## config.mk

```make
export PLATFORM = sky130hd
export DESIGN_NAME = multi_pulse_gen_flat
export DESIGN_NICKNAME = d
export VERILOG_FILES = /design/src/rtl/multi_pulse_gen_pkg.sv /design/src/rtl/multi_pulse_gen_if.sv /design/src/rtl/multi_pulse_gen_pulse_chan.sv /design/src/rtl/multi_pulse_gen.sv /design/src/flat_wrapper.sv
export SDC_FILE = /design/constraint.sdc
export NUM_CORES = 1
export LEC_CHECK = 0
export CORE_ASPECT_RATIO = 1.4
export CORE_MARGIN = 2
export CORE_UTILIZATION = 41
export CTS_BUF_LIST = sky130_fd_sc_hd__clkbuf_4 sky130_fd_sc_hd__clkbuf_8
export DETAILED_ROUTE_END_ITERATION = 6
export GPL_ROUTABILITY_DRIVEN = 0
export GPL_TIMING_DRIVEN = 0
export PLACE_DENSITY = 0.66
export SYNTH_ARGS = -nofsm -noshare
export SYNTH_HDL_FRONTEND = slang
export SYNTH_SLANG_ARGS = --single-unit
```

## constraint.sdc

```tcl
create_clock -name CLK -period 5.1 [get_ports CLK]
set_input_delay 0.765 -clock CLK [delete_from_list [all_inputs] [get_ports CLK]]
set_output_delay 0.765 -clock CLK [all_outputs]
set_load 0.05 [all_outputs]
```

## src/rtl/multi_pulse_gen_pkg.sv

```systemverilog
// ---------------------------------------------------------------------------
// multi_pulse_gen_pkg
// Shared definitions for the multi-channel level-to-pulse generator:
//   - edge_mode_e : per-channel edge selection encoding
//   - SYNC_STAGES_DEF : default synchroniser depth
// Optional feature macro (used by the importing modules):
//   MULTI_PULSE_GEN_OVERRUN_EN
// ---------------------------------------------------------------------------
package multi_pulse_gen_pkg;

  typedef enum logic [1:0] {
    EDGE_RISE = 2'b00,
    EDGE_FALL = 2'b01,
    EDGE_BOTH = 2'b10,
    EDGE_OFF  = 2'b11
  } edge_mode_e;

  localparam int SYNC_STAGES_DEF = 2;

endpackage

```

## src/rtl/multi_pulse_gen_if.sv

```systemverilog
// ---------------------------------------------------------------------------
// multi_pulse_gen_if
// Bundles the level inputs, configuration and pulse/overrun outputs of
// multi_pulse_gen.
//   i_signal   [CHANNELS]    level inputs (may be asynchronous to CLK)
//   i_edge_sel [2*CHANNELS]  per-channel mode, bits [2c+1:2c]
//   i_width    [WIDTH_W]     pulse length in cycles (0 behaves as 1)
//   i_clr                    synchronous clear of the overrun flags
//   o_pulse    [CHANNELS]    registered output pulses
//   o_overrun  [CHANNELS]    sticky merged-event flags
// There is no valid/ready handshake here: inputs are levels sampled every
// CLK edge and outputs are registered levels valid every cycle.
// master = stimulus side, slave = the generator.
// Optional feature macro: MULTI_PULSE_GEN_OVERRUN_EN (o_overrun stays 0
// when undefined; the signals remain so the port list is stable).
// ---------------------------------------------------------------------------
interface multi_pulse_gen_if #(
  parameter int CHANNELS = 4,
  parameter int WIDTH_W  = 4
);
  logic [CHANNELS-1:0]   i_signal;
  logic [2*CHANNELS-1:0] i_edge_sel;
  logic [WIDTH_W-1:0]    i_width;
  logic                  i_clr;
  logic [CHANNELS-1:0]   o_pulse;
  logic [CHANNELS-1:0]   o_overrun;

  modport master (
    output i_signal, i_edge_sel, i_width, i_clr,
    input  o_pulse, o_overrun
  );

  modport slave (
    input  i_signal, i_edge_sel, i_width, i_clr,
    output o_pulse, o_overrun
  );
endinterface

```

## src/rtl/multi_pulse_gen_pulse_chan.sv

```systemverilog
// ---------------------------------------------------------------------------
// multi_pulse_gen_pulse_chan
// One channel: synchroniser chain, edge history, edge detector, pulse
// length counter and (optionally) a sticky overrun flag.
// Ports:
//   CLK, RST   clock, asynchronous active-low reset
//   sig_i      raw level input
//   mode_i     edge mode (edge_mode_e encoding)
//   width_i    pulse length, sampled only when a pulse is (re)triggered
//   clr_i      overrun clear (only used with the optional feature)
//   pulse_o    registered pulse output
//   overrun_o  sticky merged-event flag
// Optional feature macro: MULTI_PULSE_GEN_OVERRUN_EN
// ---------------------------------------------------------------------------
module multi_pulse_gen_pulse_chan
  import multi_pulse_gen_pkg::*;
#(
  parameter int SYNC_STAGES = SYNC_STAGES_DEF,
  parameter int WIDTH_W     = 4
) (
  input  logic               CLK,
  input  logic               RST,
  input  logic               sig_i,
  input  logic [1:0]         mode_i,
  input  logic [WIDTH_W-1:0] width_i,
  input  logic               clr_i,
  output logic               pulse_o,
  output logic               overrun_o
);

  logic [SYNC_STAGES-1:0] sync_q, sync_d;
  logic                   hist_q;
  logic [WIDTH_W-1:0]     cnt_q, cnt_d;
  logic                   pulse_q, pulse_d;
  edge_mode_e             mode;
  logic                   s, rise, fall, det;

  assign mode = edge_mode_e'(mode_i);

  // Written as a loop so a single-stage synchroniser needs no special case.
  always_comb begin
    sync_d    = sync_q;
    sync_d[0] = sig_i;
    for (int k = 1; k < SYNC_STAGES; k++) begin
      sync_d[k] = sync_q[k-1];
    end
  end

  assign s    = sync_q[SYNC_STAGES-1];
  assign rise = s & ~hist_q;
  assign fall = ~s & hist_q;

  always_comb begin
    det = 1'b0;
    case (mode)
      EDGE_RISE: det = rise;
      EDGE_FALL: det = fall;
      EDGE_BOTH: det = rise | fall;
      default:   det = 1'b0;
    endcase
  end

  // cnt holds the cycles still to run after the current one, so a trigger
  // loads W_eff-1 and the pulse drops one cycle after cnt reaches 0.
  always_comb begin
    cnt_d   = cnt_q;
    pulse_d = 1'b0;
    if (mode == EDGE_OFF) begin
      cnt_d   = '0;
      pulse_d = 1'b0;
    end else if (det) begin
      cnt_d   = (width_i == '0) ? '0 : width_i - 1'b1;
      pulse_d = 1'b1;
    end else if (cnt_q != '0) begin
      cnt_d   = cnt_q - 1'b1;
      pulse_d = 1'b1;
    end
  end

  // History follows the synchroniser in every mode so that re-enabling a
  // channel compares against a current sample, not a stale one.
  always_ff @(posedge CLK or negedge RST) begin
    if (!RST) begin
      sync_q  <= '0;
      hist_q  <= 1'b0;
      cnt_q   <= '0;
      pulse_q <= 1'b0;
    end else begin
      sync_q  <= sync_d;
      hist_q  <= s;
      cnt_q   <= cnt_d;
      pulse_q <= pulse_d;
    end
  end

  assign pulse_o = pulse_q;

`ifdef MULTI_PULSE_GEN_OVERRUN_EN
  logic overrun_q;

  // A detect while the pulse is already high means an event was merged.
  // det is never set in EDGE_OFF, so disabled channels cannot flag.
  // Set has priority over a coincident clear.
  always_ff @(posedge CLK or negedge RST) begin
    if (!RST) begin
      overrun_q <= 1'b0;
    end else begin
      overrun_q <= (det & pulse_q) | (overrun_q & ~clr_i);
    end
  end

  assign overrun_o = overrun_q;
`else
  logic clr_unused;
  assign clr_unused = clr_i;
  assign overrun_o  = 1'b0;
`endif

endmodule

```

## src/rtl/multi_pulse_gen.sv

```systemverilog
// ---------------------------------------------------------------------------
// multi_pulse_gen
// Multi-channel level-to-pulse generator for CDC boundaries. Each channel
// synchronises its level input, detects the selected edge type and emits a
// registered pulse of programmable length, restarting on retrigger.
// Ports:
//   CLK   system clock
//   RST   asynchronous, active-low reset
//   bus   multi_pulse_gen_if.slave (i_signal, i_edge_sel, i_width, i_clr,
//         o_pulse, o_overrun)
// Parameters: CHANNELS (1..32), SYNC_STAGES (1..4), WIDTH_W.
// Optional feature macro: MULTI_PULSE_GEN_OVERRUN_EN enables the sticky
// per-channel overrun flags; otherwise o_overrun is constant 0.
// ---------------------------------------------------------------------------
module multi_pulse_gen
  import multi_pulse_gen_pkg::*;
#(
  parameter int CHANNELS    = 4,
  parameter int SYNC_STAGES = SYNC_STAGES_DEF,
  parameter int WIDTH_W     = 4
) (
  input logic              CLK,
  input logic              RST,
  multi_pulse_gen_if.slave bus
);

  logic [CHANNELS-1:0] pulse_w;
  logic [CHANNELS-1:0] overrun_w;

  for (genvar c = 0; c < CHANNELS; c++) begin : g_chan
    multi_pulse_gen_pulse_chan #(
      .SYNC_STAGES (SYNC_STAGES),
      .WIDTH_W     (WIDTH_W)
    ) u_chan (
      .CLK       (CLK),
      .RST       (RST),
      .sig_i     (bus.i_signal[c]),
      .mode_i    (bus.i_edge_sel[2*c +: 2]),
      .width_i   (bus.i_width),
      .clr_i     (bus.i_clr),
      .pulse_o   (pulse_w[c]),
      .overrun_o (overrun_w[c])
    );
  end

  assign bus.o_pulse   = pulse_w;
  assign bus.o_overrun = overrun_w;

endmodule
```

## src/flat_wrapper.sv

```systemverilog
// flat-port wrapper written by rule: the top's interface ports become plain ports
module multi_pulse_gen_flat import multi_pulse_gen_pkg::*;
#(
  parameter int CHANNELS    = 4,
  parameter int SYNC_STAGES = SYNC_STAGES_DEF,
  parameter int WIDTH_W     = 4
)
  (CLK, RST, bus_i_signal, bus_i_edge_sel, bus_i_width, bus_i_clr, bus_o_pulse, bus_o_overrun);
  multi_pulse_gen_if #(.CHANNELS(CHANNELS), .WIDTH_W(WIDTH_W)) bus_i ();
  input logic CLK;
  input logic RST;
  input wire logic [$bits(bus_i.i_signal)-1:0] bus_i_signal;
  input wire logic [$bits(bus_i.i_edge_sel)-1:0] bus_i_edge_sel;
  input wire logic [$bits(bus_i.i_width)-1:0] bus_i_width;
  input wire logic [$bits(bus_i.i_clr)-1:0] bus_i_clr;
  output wire logic [$bits(bus_i.o_pulse)-1:0] bus_o_pulse;
  output wire logic [$bits(bus_i.o_overrun)-1:0] bus_o_overrun;
  assign bus_i.i_signal = bus_i_signal;
  assign bus_i.i_edge_sel = bus_i_edge_sel;
  assign bus_i.i_width = bus_i_width;
  assign bus_i.i_clr = bus_i_clr;
  assign bus_o_pulse = bus_i.o_pulse;
  assign bus_o_overrun = bus_i.o_overrun;
  multi_pulse_gen #(.CHANNELS(CHANNELS), .SYNC_STAGES(SYNC_STAGES), .WIDTH_W(WIDTH_W)) u_core (.CLK(CLK), .RST(RST), .bus(bus_i));
endmodule
```

After elaboration in Yosys (flattened, before gate mapping). Index checks and enable logic that the tools add are counted. W data, S select, Z words.

Bits in registers: 32. Output and inout bits: 8.

Add/subtract/negate cells: 5. Equal/unequal tests: 12. Muxes and demuxes: 29. Bitwise gates (word level): 20. Reduce and logical (&&, ||, !) cells: 13.

Operators with widths (number): $mux W4 (13); $sub A4 B1 Y4 const B (5); $eq A2 B2 Y1 const B (8); $reduce_bool A4 Y1 (4); $mux W1 (12); $pmux W1 S3 (4); $reduce_bool A3 Y1 (4); $and A1 B1 Y1 (8); $eq A2 B1 Y1 const B (4); $logic_not A2 Y1 (4); $not A1 Y1 (8); $logic_not A4 Y1 (1); $or A1 B1 Y1 (4).

Depth between registers and ports, before layout.
Depth after elaboration: 6. Gate-level depth with buffers: 6. Depth with buffers taken out: 6.

Cells and area by module. From an unflattened synthesis, not the netlist that was laid out.

Cells, all modules: 208. Area total of the unflattened synthesis: 2026.9 µm².

By module, submodules not included: multi_pulse_gen_pulse_chan (instances 4, cells each 52, area an instance 506.7 µm²).

Least setup slack after synthesis. OpenSTA, ideal clock, no wires.

Kind: input to register. Start point: input bus_i_edge_sel[4]. End point: register u_core.g_chan[2].u_chan.cnt_q[2]. Library setup time: 77 ps. Arrival time: 1670 ps. Slack: 3353 ps. Stages on the path: 4. Path buffers: 1. Cells stage by stage: and3b_1 > buf_6 > or4_1 > a21oi_1.

Cells in the longest elaborated chain, start to end: 4. Elaborated cells on any way between the ends: 8. Those cells by class: eq/ne: 3; mux: 3; reduce/logical: 2.

Ends and longest elaborated chain: from (decl) (RTL line flat_wrapper.sv:13) `input wire logic [$bits(bus_i.i_edge_sel)-1:0] bus_i_edge_sel;`; $eq A2 B2 Y1, or another cell as far along (RTL line multi_pulse_gen_pulse_chan.sv:55) `case (mode)`; $pmux W1 S3 (RTL line multi_pulse_gen_pulse_chan.sv:55); $mux W4 (RTL line multi_pulse_gen_pulse_chan.sv:71) `end else if (det) begin`; $mux W4 (RTL line multi_pulse_gen_pulse_chan.sv:68) `if (mode == EDGE_OFF) begin`; to (signal assigned) (RTL line multi_pulse_gen_pulse_chan.sv:91) `cnt_q <= cnt_d;`; to (decl) (RTL line multi_pulse_gen_pulse_chan.sv:33) `logic [WIDTH_W-1:0] cnt_q, cnt_d;`.

Several ways; a longest one is shown, not always the timed one. A chain may end at the register's enable or synchronous reset.

Worst setup path after layout.
Start point: register u_core.g_chan[2].u_chan.pulse_q. End point: output bus_o_pulse[2].

RTL lines: from (decl) (RTL line multi_pulse_gen_pulse_chan.sv:34) `logic pulse_q, pulse_d;`; from (signal assigned) (RTL line multi_pulse_gen_pulse_chan.sv:92) `pulse_q <= pulse_d;`; to (decl) (RTL line flat_wrapper.sv:16) `output wire logic [$bits(bus_i.o_pulse)-1:0] bus_o_pulse;`.

No word-level cell between the ends.

==> summary.txt <==
startpoint type of the worst setup path: register
Crit path arrival time: 1.50 ns
mean post-synth cell area: 10.4 µm²
largest net degree at the start of global routing: 33
final worst-path cycle share: 44.4%
total grt overflow: 0
Bufs on Longest Clock Path: 2
distinct cell type count after synthesis: 34
site row count: 29
RSZ-0062 raised after global routing: no
Die ar.: 0.00517 mm²
chip width: 61.3 µm
clock root cell: clkbuf_8
1st-iter DRT viols: 27
vias per cell: 4.83
Seq/Total Area, Yosys: 42.4%
final clock skew: 0.00473 ns
Worst slew margin: 52.9%
# IOs: 27
CP Data Required Time: 4.34 ns
hold buffer count at CTS: 0
Slew Viols, Final: 0
CP max stage delay: 0.78 ns
Synth Instances: 182
NumNets Final: 248
worst-case vdd ir drop: 0.000249 V
gr usage total: 15.1%
Max Freq: 441 MHz
via count: 1329
setup_tns: 0 ns
first-pass GRT wire length: 5920 µm
layout cells sized above 1: 13.1%
cell area after synthesis: 0.00189 mm²
Power per Cell Area: 476 mW/mm²
# setup viols final: 0
first-pass iteration count of the detailed router: 4
Fin. Hold Viols: 0
Setup CP Type: register to output port
Worst-Margin Slew: 0.706 ns
area of the multi-input gates: 936 µm²
CP delay by family, top: buffers and inverters
Worst Setup End Kind: output port
Max stage delay cell, worst path: clkdlybuf4s50_1
Static Leak: 0.00103 µW
core footprint: 0.00446 mm²
cts bufs inserted: 5
CTS tree: built
H-tree levels: 2
die height: 84.3 µm
hold depth: 0
Non-Filler Instances: 275
max-cap viol count: 0
vias in the first global route: 1389
WL final: 3310 µm
FF-to-FF path depth: 6
placed cells: 267
Antenna diodes: 0
worst path cell trace: buf_4 > clkdlybuf4s50_1
Skew-Pair Late Insertion Delay: 0.29 ns
post-DP HPWL: 2420 µm
DRT antenna net count: 0
Fillers: 419
clk sinks: 32
hold crit path type: register to register
Buffers & Inverters on Critical Path: 2
minimum clock period: 2.27 ns
Reg area: 801 µm²
initial antenna violation count: 0
#FFs+latches synth: 32
DR WL/cell: 12.0 µm
# Post-CTS Setup Buffers: 0
PortBufs: 20
Max FO, Critical Path: 1
Post-CTS Resized: 0
outcome: finished, final reports clean
Reg clk slew, reported paths: 0.08 ns
WP depth: 2
Layout area overhead: 20.0%
DRC: 0
Yosys warnings: 0
Starting Density: 42.3%
state kept, by name, summed over array words and instances, names as in the netlist:
register	count
u_core.g_chan.u_chan.cnt_q	16
u_core.g_chan.u_chan.sync_q	8
u_core.g_chan.u_chan.hist_q	4
u_core.g_chan.u_chan.pulse_o	4
cells by family after synthesis:
family          Yosys count  synth area share [%]
simple gates             45                  14.9
compound gates           36                  12.4
flops                    32                  42.4
buf+inv                  31                  8.55
fa+ha+maj                17                  11.3
mux                      12                  6.57
xor+xnor                  8                  3.71
other cells               1                 0.199
placed cells by master (no fill, tap or decap):
cell type / count
nand2_1: 2
nor3b_1: 3
nand3b_1: 2
nor3_1: 5
conb_1: 4
dfrtp_1: 32
or2_2: 1
nor2b_1: 1
clkdlybuf4s50_1: 19
o21ai_0: 9
buf_1: 1
and2_1: 3
a21oi_2: 1
o21ai_4: 1
and3b_1: 2
clkinvlp_4: 2
or2b_1: 2
a22oi_1: 3
nor3b_2: 1
mux2i_1: 9
nand2b_1: 2
inv_1: 20
or3_1: 8
o22a_1: 1
a221oi_1: 2
o31ai_4: 1
mux2_2: 3
clkbuf_8: 5
xnor2_1: 8
nor3b_4: 1
or4_1: 2
clkinv_4: 1
buf_4: 8
buf_2: 1
buf_6: 2
nor2_1: 10
a311oi_1: 1
ha_1: 17
a21oi_1: 17
metrics by stage:
| stage | power (µW) | util [%] | setup slack [ns] | area, µm² | hold WS (ns) |
|---|---|---|---|---|---|
| floorplan | 770 | - | 3.35 | 1900 | 0.331 |
| global placement | 869 | 48.8 | 2.61 | 2180 | 0.332 |
| detailed placement | 881 | 48.6 | 2.58 | 2170 | 0.340 |
| CTS | 1090 | 50.7 | 2.82 | 2260 | 0.358 |
| global route | 1170 | 50.7 | 2.79 | 2260 | 0.359 |
| finish | 1080 | 50.7 | 2.83 | 2260 | 0.354 |
worst register-to-register path, delay by kind of cell, from the launching register on:
kind / cells / cell delay, ns
flops: 1 / 0.39
simple gates: 2 / 0.61
mux: 1 / 0.37
compound gates: 1 / 0.15
fa+ha+maj: 1 / 0.18
buf+inv: 1 / 0.11
report_power, final:
part,total (µW),leakage [µW],internal (µW),switching (µW)
Sequential,380,0.000384,328,51.8
Clock,203,0.0000404,96.6,106
Combinational,494,0.000606,251,243
Total,1080,0.00103,675,401
Yosys cell counts:
library cell / n / area, µm²
buf_4: 8 / 60.1
buf_1: 1 / 3.75
a21oi_2: 1 / 8.76
buf_6: 2 / 22.5
nor3_1: 5 / 25.0
or3_1: 8 / 50.1
a22oi_1: 3 / 22.5
and2_1: 3 / 18.8
nor2b_1: 1 / 6.26
o21ai_4: 1 / 16.3
nor2_1: 10 / 37.5
ha_1: 17 / 213
nor3b_1: 3 / 22.5
inv_1: 20 / 75.1
o31ai_4: 1 / 21.3
a221oi_1: 2 / 17.5
o21ai_0: 9 / 45.0
nand3b_1: 2 / 15.0
conb_1: 1 / 3.75
mux2i_1: 9 / 90.1
a21oi_1: 17 / 85.1
or4_1: 2 / 15.0
xnor2_1: 8 / 70.1
nor3b_4: 1 / 18.8
nand2b_1: 2 / 12.5
or2_2: 1 / 6.26
o22a_1: 1 / 8.76
a311oi_1: 1 / 8.76
mux2_2: 3 / 33.8
nand2_1: 2 / 7.51
or2b_1: 2 / 15.0
nor3b_2: 1 / 12.5
dfrtp_1: 32 / 801
and3b_1: 2 / 17.5
final cells by class:
class / instances / area share, %
multi-input combinational: 122 / 41.3
sequential: 32 / 35.4
timing repair buffer: 20 / 8.62
buffer: 11 / 3.81
tap: 62 / 3.43
inverter: 20 / 3.32
clock buffer: 5 / 3.04
clock inverter: 3 / 1.05
routing by layer:
layer	vias up	share of wire [%]	track usage, %
met1	638	42	17.3
li1	664	-	-
met5	-	0	0
met3	4	3.5	3.70
met4	0	1.8	6.38
met2	23	52	25.9
final timing paths:
check,startpoint,endpoint,slack (ns)
setup / recovery,u_core.g_chan[2].u_chan.pulse_o,bus_o_pulse[2],2.83
hold / removal,u_core.g_chan[2].u_chan.sync_q[0],u_core.g_chan[2].u_chan.sync_q[1],0.35
setup reg to reg,u_core.g_chan[2].u_chan.cnt_q[0],u_core.g_chan[2].u_chan.cnt_q[1],3.21
hold reg to reg,u_core.g_chan[2].u_chan.sync_q[0],u_core.g_chan[2].u_chan.sync_q[1],0.35
max in group asynchronous,RST,u_core.g_chan[0].u_chan.hist_q,4.13
min in group asynchronous,RST,u_core.g_chan[1].u_chan.pulse_o,0.52
Note: power is estimated with default switching activity, not from simulation.
